--- config.mk ---
export PLATFORM = sky130hd
export DESIGN_NAME = mips_xlat_issue_ctrl
export DESIGN_NICKNAME = d
export VERILOG_FILES = /design/src/rtl/mips_xlat_issue_ctrl.sv
export SDC_FILE = /design/constraint.sdc
export NUM_CORES = 1
export LEC_CHECK = 0
export BUFFER_PORTS_ARGS = -buffer_cell sky130_fd_sc_hd__buf_2
export CORE_ASPECT_RATIO = 0.9
export CORE_MARGIN = 4
export CORE_UTILIZATION = 52
export DETAILED_ROUTE_END_ITERATION = 12
export GPL_TIMING_DRIVEN = 0
export MAX_ROUTING_LAYER = met4
export PLACE_DENSITY = 0.88
export SLEW_MARGIN = 30
export SYNTH_ARGS = -nofsm -noshare
export SYNTH_HDL_FRONTEND = slang
export SYNTH_SLANG_ARGS = --single-unit
--- constraint.sdc ---
create_clock -name clk -period 6.65 [get_ports clk]
set_input_delay 0.665 -clock clk [delete_from_list [all_inputs] [get_ports clk]]
set_output_delay 0.665 -clock clk [all_outputs]
set_load 0.01 [all_outputs]
--- src/rtl/mips_xlat_issue_ctrl.sv ---
`default_nettype none
// ============================================================================
// Module   : mips_xlat_issue_ctrl
// Purpose  : Sequencer between the MIPS fetch stream and the MIPS-to-RISC-V
//            translation datapath. It accepts one MIPS instruction at a time,
//            launches a translation, and collects the 1 or 2 RISC-V words the
//            translator emits. Those words are committed atomically into an
//            output FIFO that feeds the RISC-V core. It also reports
//            illegal-instruction, timeout and overflow errors, and supports a
//            synchronous pipeline flush.
// Ports    : clk, reset (async, active-high), flush
//            in_valid/in_ready/in_instr/in_pc   - MIPS instruction intake
//            xl_start/xl_instr                  - translator launch
//            xl_word_valid/xl_word/xl_last/xl_illegal - translator results
//            out_valid/out_ready/out_instr/out_pc/out_first - FIFO head to core
//            err_valid/err_code/err_pc          - one-cycle error report
//            busy, fifo_count                   - status
// Revision : 1.0 - initial release
// ============================================================================
module mips_xlat_issue_ctrl #(
    parameter int FIFO_DEPTH = 4,
    parameter int TIMEOUT    = 15
) (
    input  logic                        clk,
    input  logic                        reset,
    input  logic                        flush,
    input  logic                        in_valid,
    output logic                        in_ready,
    input  logic [31:0]                 in_instr,
    input  logic [31:0]                 in_pc,
    output logic                        xl_start,
    output logic [31:0]                 xl_instr,
    input  logic                        xl_word_valid,
    input  logic [31:0]                 xl_word,
    input  logic                        xl_last,
    input  logic                        xl_illegal,
    output logic                        out_valid,
    input  logic                        out_ready,
    output logic [31:0]                 out_instr,
    output logic [31:0]                 out_pc,
    output logic                        out_first,
    output logic                        err_valid,
    output logic [1:0]                  err_code,
    output logic [31:0]                 err_pc,
    output logic                        busy,
    output logic [$clog2(FIFO_DEPTH):0] fifo_count
);

    localparam int PTR_W = $clog2(FIFO_DEPTH);
    localparam int CNT_W = PTR_W + 1;
    localparam int TMR_W = $clog2(TIMEOUT + 1);

    // Highest occupancy that still leaves room for a two-word commit.
    localparam logic [CNT_W-1:0] c_ACCEPT_MAX = CNT_W'(FIFO_DEPTH - 2);
    localparam logic [TMR_W-1:0] c_TMR_LAST   = TMR_W'(TIMEOUT - 1);

    localparam logic [1:0] c_ERR_ILLEGAL  = 2'b01;
    localparam logic [1:0] c_ERR_TIMEOUT  = 2'b10;
    localparam logic [1:0] c_ERR_OVERFLOW = 2'b11;

    typedef enum logic [1:0] {
        S_IDLE    = 2'd0,
        S_ISSUE   = 2'd1,
        S_COLLECT = 2'd2,
        S_ERR     = 2'd3
    } state_t;

    // ------------------------------------------------------------------------
    // Control registers
    // ------------------------------------------------------------------------
    state_t             state_q;
    logic [31:0]        instr_q;
    logic [31:0]        pc_q;
    logic [31:0]        stage0_q;
    logic [1:0]         stage_cnt_q;
    logic [TMR_W-1:0]   timer_q;
    logic               xl_start_q;
    logic               err_valid_q;
    logic [1:0]         err_code_q;

    // ------------------------------------------------------------------------
    // FIFO storage
    // ------------------------------------------------------------------------
    logic [31:0]        mem_instr_q [FIFO_DEPTH];
    logic [31:0]        mem_pc_q    [FIFO_DEPTH];
    logic               mem_first_q [FIFO_DEPTH];
    logic [PTR_W-1:0]   wr_ptr_q;
    logic [PTR_W-1:0]   rd_ptr_q;
    logic [CNT_W-1:0]   count_q;
    logic [CNT_W-1:0]   count_d;

    logic               w_commit;
    logic               w_two;
    logic [CNT_W-1:0]   w_push_n;
    logic [31:0]        w_slot0_instr;
    logic               w_pop;
    logic [PTR_W-1:0]   w_wr_ptr_p1;

    // ------------------------------------------------------------------------
    // Intake handshake
    // ------------------------------------------------------------------------
    assign in_ready = !reset && (state_q == S_IDLE) && !flush && (count_q <= c_ACCEPT_MAX);

    // ------------------------------------------------------------------------
    // Commit decode. A final word arriving with one word already staged
    // yields a two-entry commit; the final word always comes straight from
    // xl_word, so only the first staged word ever needs storage. A second
    // non-final word just advances the staging count so a third word can be
    // recognised as an overflow.
    // ------------------------------------------------------------------------
    always_comb begin
        w_commit      = (state_q == S_COLLECT) && !xl_illegal && xl_word_valid
                        && xl_last && (stage_cnt_q != 2'd2);
        w_two         = (stage_cnt_q == 2'd1);
        w_push_n      = '0;
        if (w_commit) begin
            w_push_n = w_two ? CNT_W'(2) : CNT_W'(1);
        end
        w_slot0_instr = w_two ? stage0_q : xl_word;
        w_pop         = out_valid && out_ready;
        w_wr_ptr_p1   = wr_ptr_q + PTR_W'(1);
        count_d       = count_q + w_push_n - (w_pop ? CNT_W'(1) : CNT_W'(0));
    end

    // ------------------------------------------------------------------------
    // Sequencer FSM with registered launch and error outputs
    // ------------------------------------------------------------------------
    always_ff @(posedge clk or posedge reset) begin
        if (reset) begin
            state_q     <= S_IDLE;
            instr_q     <= '0;
            pc_q        <= '0;
            stage0_q    <= '0;
            stage_cnt_q <= '0;
            timer_q     <= '0;
            xl_start_q  <= 1'b0;
            err_valid_q <= 1'b0;
            err_code_q  <= '0;
        end else begin
            xl_start_q  <= 1'b0;
            err_valid_q <= 1'b0;
            err_code_q  <= '0;
            if (flush) begin
                // Flush overrides any transition, including one into ERR,
                // so a pending error pulse never appears.
                state_q     <= S_IDLE;
                stage_cnt_q <= '0;
                timer_q     <= '0;
            end else begin
                case (state_q)
                    S_IDLE: begin
                        if (in_valid && in_ready) begin
                            instr_q    <= in_instr;
                            pc_q       <= in_pc;
                            xl_start_q <= 1'b1;
                            state_q    <= S_ISSUE;
                        end
                    end
                    S_ISSUE: begin
                        stage_cnt_q <= '0;
                        timer_q     <= '0;
                        state_q     <= S_COLLECT;
                    end
                    S_COLLECT: begin
                        if (xl_illegal) begin
                            stage_cnt_q <= '0;
                            err_valid_q <= 1'b1;
                            err_code_q  <= c_ERR_ILLEGAL;
                            state_q     <= S_ERR;
                        end else if (xl_word_valid) begin
                            timer_q <= '0;
                            if (stage_cnt_q == 2'd2) begin
                                stage_cnt_q <= '0;
                                err_valid_q <= 1'b1;
                                err_code_q  <= c_ERR_OVERFLOW;
                                state_q     <= S_ERR;
                            end else if (xl_last) begin
                                stage_cnt_q <= '0;
                                state_q     <= S_IDLE;
                            end else begin
                                if (stage_cnt_q == 2'd0) begin
                                    stage0_q <= xl_word;
                                end
                                stage_cnt_q <= stage_cnt_q + 2'd1;
                            end
                        end else if (timer_q == c_TMR_LAST) begin
                            // This idle cycle is the TIMEOUT-th in a row.
                            stage_cnt_q <= '0;
                            err_valid_q <= 1'b1;
                            err_code_q  <= c_ERR_TIMEOUT;
                            state_q     <= S_ERR;
                        end else begin
                            timer_q <= timer_q + TMR_W'(1);
                        end
                    end
                    S_ERR: begin
                        state_q <= S_IDLE;
                    end
                    default: begin
                        state_q <= S_IDLE;
                    end
                endcase
            end
        end
    end

    // ------------------------------------------------------------------------
    // FIFO pointers and occupancy
    // ------------------------------------------------------------------------
    always_ff @(posedge clk or posedge reset) begin
        if (reset) begin
            wr_ptr_q <= '0;
            rd_ptr_q <= '0;
            count_q  <= '0;
        end else if (flush) begin
            wr_ptr_q <= '0;
            rd_ptr_q <= '0;
            count_q  <= '0;
        end else begin
            wr_ptr_q <= wr_ptr_q + w_push_n[PTR_W-1:0];
            if (w_pop) begin
                rd_ptr_q <= rd_ptr_q + PTR_W'(1);
            end
            count_q <= count_d;
        end
    end

    // FIFO data array; no reset needed since entries are only read when valid.
    always_ff @(posedge clk) begin
        if (w_commit && !flush && !reset) begin
            mem_instr_q[wr_ptr_q] <= w_slot0_instr;
            mem_pc_q[wr_ptr_q]    <= pc_q;
            mem_first_q[wr_ptr_q] <= 1'b1;
            if (w_two) begin
                mem_instr_q[w_wr_ptr_p1] <= xl_word;
                mem_pc_q[w_wr_ptr_p1]    <= pc_q;
                mem_first_q[w_wr_ptr_p1] <= 1'b0;
            end
        end
    end

    // ------------------------------------------------------------------------
    // Outputs. Head data is forced to zero while empty so every output is 0
    // during reset.
    // ------------------------------------------------------------------------
    assign out_valid  = (count_q != '0);
    assign out_instr  = out_valid ? mem_instr_q[rd_ptr_q] : '0;
    assign out_pc     = out_valid ? mem_pc_q[rd_ptr_q]    : '0;
    assign out_first  = out_valid ? mem_first_q[rd_ptr_q] : 1'b0;
    assign fifo_count = count_q;
    assign xl_start   = xl_start_q;
    assign xl_instr   = instr_q;
    assign err_valid  = err_valid_q;
    assign err_code   = err_code_q;
    assign err_pc     = err_valid_q ? pc_q : '0;
    assign busy       = (state_q != S_IDLE);

endmodule
`default_nettype wire

After elaboration in Yosys (flattened, before gate mapping)
Memory sizes are Yosys's and may differ from the RTL's.
Index checks and enable logic that the tools add are counted.
{"block": "classes", "add_sub_neg": 7, "n_lt_le_gt_ge": 1, "n_eq_ne": 12, "n_mux": 52, "n_bitwise": 4, "reduce_logical": 25}
{"cell": "two-way mux 32 bit", "n": 4}
{"cell": "two-way mux 2 bit", "n": 24}
{"cell": "two-way mux 1 bit", "n": 16}
{"cell": "two-way mux 4 bit", "n": 4}
{"cell": "logical AND 1 bit", "n": 11}
{"cell": "AND reduction 3 bit", "n": 3}
{"cell": "one-hot mux 2 bit (4 select lines)", "n": 1}
{"cell": "one-hot mux 4 bit (2 select lines)", "n": 1}
{"cell": "AND reduction 7 bit", "n": 1}
{"cell": "adder 2 x 1 -> 2 bit, second input constant", "n": 3}
{"cell": "== test 2 bit, second input constant", "n": 3}
{"cell": "inequality test 6 x 5 -> 1 bit, second input constant", "n": 1}
{"cell": "nonzero test 3 bit", "n": 2}
{"cell": "inequality test 5 x 4 -> 1 bit, second input constant", "n": 1}
{"cell": "adder 4 x 1 -> 4 bit, second input constant", "n": 1}
{"cell": "== test 2 x 1 -> 1 bit, second input constant", "n": 2}
{"cell": "== test 4 bit, second input constant", "n": 1}
{"cell": "logical NOT 2 bit", "n": 2}
{"cell": "inequality test 4 bit, second input constant", "n": 1}
{"cell": "NOT 1 bit", "n": 4}
{"cell": "one-hot mux 2 bit (2 select lines)", "n": 1}
{"cell": "nonzero test 2 bit", "n": 2}
{"cell": "adder 3 bit", "n": 1}
{"cell": "less-or-equal comparator 3 x 2 -> 1 bit, second input constant", "n": 1}
{"cell": "8 further kinds", "n": 10}
{"block": "totals", "reg_bits": 115, "ramBits": 260, "inputBits": 104, "output_inout_bits": 139, "word_cells": 116, "memories": 3}
{"name": "mem_instr_q", "depth": 4, "word_bits": 32, "read_ports": 1, "rd_clocked_by_memory_dff": 0, "wr": 2, "line_no": "84", "source": "logic [31:0] mem_instr_q [FIFO_DEPTH];"}
{"name": "mem_pc_q", "depth": 4, "word_bits": 32, "read_ports": 1, "rd_clocked_by_memory_dff": 0, "wr": 2, "line_no": "85", "source": "logic [31:0] mem_pc_q [FIFO_DEPTH];"}
{"name": "mem_first_q", "depth": 4, "word_bits": 1, "read_ports": 1, "rd_clocked_by_memory_dff": 0, "wr": 2, "line_no": "86", "source": "logic mem_first_q [FIFO_DEPTH];"}

Logic depth before layout (Yosys ltp)
{"block": "logic_depth", "word_depth": 9, "mapped_depth": 13, "ltp_nobuf": 13}

Worst setup path after synthesis
OpenSTA, ideal clock, no wires.
{"block": "synth_timing", "path_kind": "in2reg", "startpoint": "input port reset", "endpoint": "memory mem_instr_q[3][0] (enable)", "setup_ns": 0.578, "arrival_ns": 8.470, "required_time_ns": 6.072, "setup_slack_ns": -2.398, "path_stages": 5, "n_path_buf": 2, "path_cell_list": "inv_1 > nand4b_4 > buf_4 > clkbuf_1 > nor3b_1"}
{"element": "start, declared", "line_no": "25", "source": "input logic reset,"}
{"element": "end, declared", "line_no": "84"}

==> impl_metrics.toml <==
[hold_path]
hp-class = "input pin to async pin"

[pwr]
p_sw_share_pct = 28.15
p_seq_share_pct = 45.3
internal_power_mw = 4.929
powerDensity_mw_per_mm2 = 351.0
p_leak_nw = 7.588
ir_worst_vdd_mv = 0.3248
pwr-share-clk_pct = 30.3
fin_total_pwr_mw = 6.860
p_switching_mw = 1.931
combPwrFrac_pct = 24.4

[place]
dpl_cell_area_mm2 = 0.01831
dp_slack_ns = 3.047
place.gp.congestion = 0.8523
portBuffers = 242
hpwl_um = 27070

[logic_synthesis]
ys.flop_type = "edfxtp_1"
synth_edf_count = 256
ys_types = 44
synth_top_area_cell = "edfxtp_1"
seq_area_frac_synth_pct = 65.89
synth_cells = 978
async_reset_ff_share_pct = 30.67
synth.area.top_cells = "edfxtp_1 (48%), dfrtp_1 (18%), mux4_2 (9.1%), o2bb2ai_1 (6.9%), mux2_2 (6.7%)"
syn_area_mm2 = 0.01616
synth_top_area_share_pct = 47.58
syn_nets = 1092
avgSynthCellArea_um2 = 16.52
ys_ff_latch = 375
ys_warn_count = 0

[clocking]
htree_levels = 2
clk_pin_slew_worst_paths_ns = 0.06
holdBufCountCts = 0
cts_resized = 0
cts.sinks = 375
clock-root-buffer = "clkbuf_16"
clkLatencyLatePin_ns = 0.51
ctsLongestPathBuffers = 3
cts_buffers = 38
cts_tree = "built"
postCtsSetupBuffers = 0

[timing]
hold_viol = 0
rsz0062_at_grt = "no"
slew_headroom_pct = 41.87
worst_slew_pin_slew_ns = 0.8719
final.setup.worst_slack_ns = 2.987
fin_hold_ws_ns = 0.1918
fin_crit_ns = 3.663
fin_tns_setup_ns = 0
fin_crit_sh_pct = 55.08
clock_skew_ns = 0.01273
setup_viol = 0
drv_slew = 0
clock.fmax_ghz = 0.2730

[floorplanning]
die_h_um = 175.2
die_x_um = 193.8
coreArea_mm2 = 0.03025
io_pins = 243
rows = 60
dieArea_mm2 = 0.03396
start_util_pct = 53.40

[cells_and_area]
area_delta_synth_final_pct = 20.94
drive_gt1_share_pct = 40.61
layout_common_cells = "buf_2 (271), edfxtp_1 (256), o2bb2ai_1 (128), dfrtp_1 (115), and2_1 (98)"
finalNetCount = 1396
stdcell_area_mm2 = 0.01954
final_common_cell = "buf_2"

[global_routing]
antenna_found_initial = 6
grt_use_total_pct = 23.46
overflow = 0
grt_pass1_wl_um = 61070
grt_pass1_vias = 10805
grt_max_degree = 62

[worst_setup_path]
rr_worst_depth = 9
arrival_ns = 3.89
cp.required_ns = 6.87
start_kind = "flip-flop"
cp_max_fo = 17
path_class = "flip-flop to flip-flop"
endpoint_kind = "flip-flop"

[status]
status = "finished clean"

[detailed_routing]
vias_per_cell = 5.845
num_vias = 10060
drtIter0Drc = 807
ant_nets = 0
drc = 0
wire_per_inst_um = 22.57
first_pass_iters = 6
wirelength_um = 38850

[job]
cap_violations = 0
per-stage QoR:
stage / utilization, % / std cells
after floorplan: - / 978
after global placement: 59.11 / 1623
after global routing: 64.57 / 1719
after CTS: 64.52 / 1713
after detailed placement: 60.52 / 1645
final: 64.59 / 1721
cell usage after synthesis, drive strengths merged (7+ instances only):
cell     number
o21ai        13
dfrtp       115
buf          43
edfxtp      256
clkbuf       25
a21oi         7
nand3         7
mux2         96
ha            9
o2bb2ai     128
mux4         65
nor2         15
and2         98
nand2        42
inv          12
area by class of cell:
type                       count  area, um2
antenna                        8      20.02
fill                        2099      10710
tap                          403      504.2
multi-input combinational    523       5184
inverter                      12      52.55
clock buffer                  57       1105
clock inverter                11      106.4
sequential                   375      10650
buffer                        68      329.1
timing repair buffer         264       1594
kinds of logic (layout without fill, tap and decap cells):
group / count (synthesis) / in the layout / share of synthesized area, %
muxes: 161 / 161 / 15.75
AOI/OAI and AO/OA: 158 / 158 / 8.279
other: 0 / 8 / 0
DFF: 375 / 375 / 65.89
adders and majority gates: 10 / 10 / 0.8209
xor gates and xnor gates: 7 / 7 / 0.3795
buffers and inverters: 80 / 412 / 2.308
and+or+nand+nor: 187 / 187 / 6.575
sequential cells by signal, summed over array words and instances, names as in the netlist, 3 cells and up:
signal	count
fifo_count	3
mem_first_q	4
mem_instr_q	128
mem_pc_q	128
pc_q	32
stage0_q	32
timer_q	4
xl_instr	32
path summary, 6_finish.rpt:
| check | to | slack, ns | startpoint |
|---|---|---|---|
| min in group clk | xl_instr[26]$_DFFE_PP0P_ | 0.38 | in_instr[26] |
| max reg2reg | mem_pc_q[2][10]$_DFFE_PP_ | 2.99 | stage_cnt_q[1]$_DFFE_PP0P_ |
| max | mem_pc_q[2][10]$_DFFE_PP_ | 2.99 | stage_cnt_q[1]$_DFFE_PP0P_ |
| max in group asynchronous | pc_q[13]$_DFFE_PP0P_ | 5.79 | reset |
| min reg2reg | mem_first_q[3]$_SDFF_PP0_ | 0.49 | mem_first_q[3]$_SDFF_PP0_ |
| min | fifo_count[2]$_DFF_PP0_ | 0.19 | reset |
layer usage:
layer / share of wire (%) / track usage (%)
met1: 40 / 30.64
met2: 50 / 38.13
met3: 7.7 / 4.569
met4: 2.3 / 6.726
met5: 0 / -
worst max-delay path, stage by stage, from the launching register on:
cell and delay (ns):
dfrtp_1 0.40, inv_1 0.10, ha_1 0.48, clkbuf_1 0.54
clkbuf_1 0.50, nand3b_1 0.22, a21oi_4 0.54, buf_8 0.25
buf_16 0.17, buf_16 0.17
power by group through the flow:
stage          clock network, mW  logic (mW)  registers, mW
2_1_floorplan                  0        1.02           3.12
3_3_place_gp                   0        1.66           3.12
3_5_place_dp                   0        1.70           3.15
4_1_cts                     2.11        1.71           3.10
5_1_grt                     2.22        1.83           3.14
6_report                    2.08        1.68           3.11
Power figures use the tool's default switching activity.
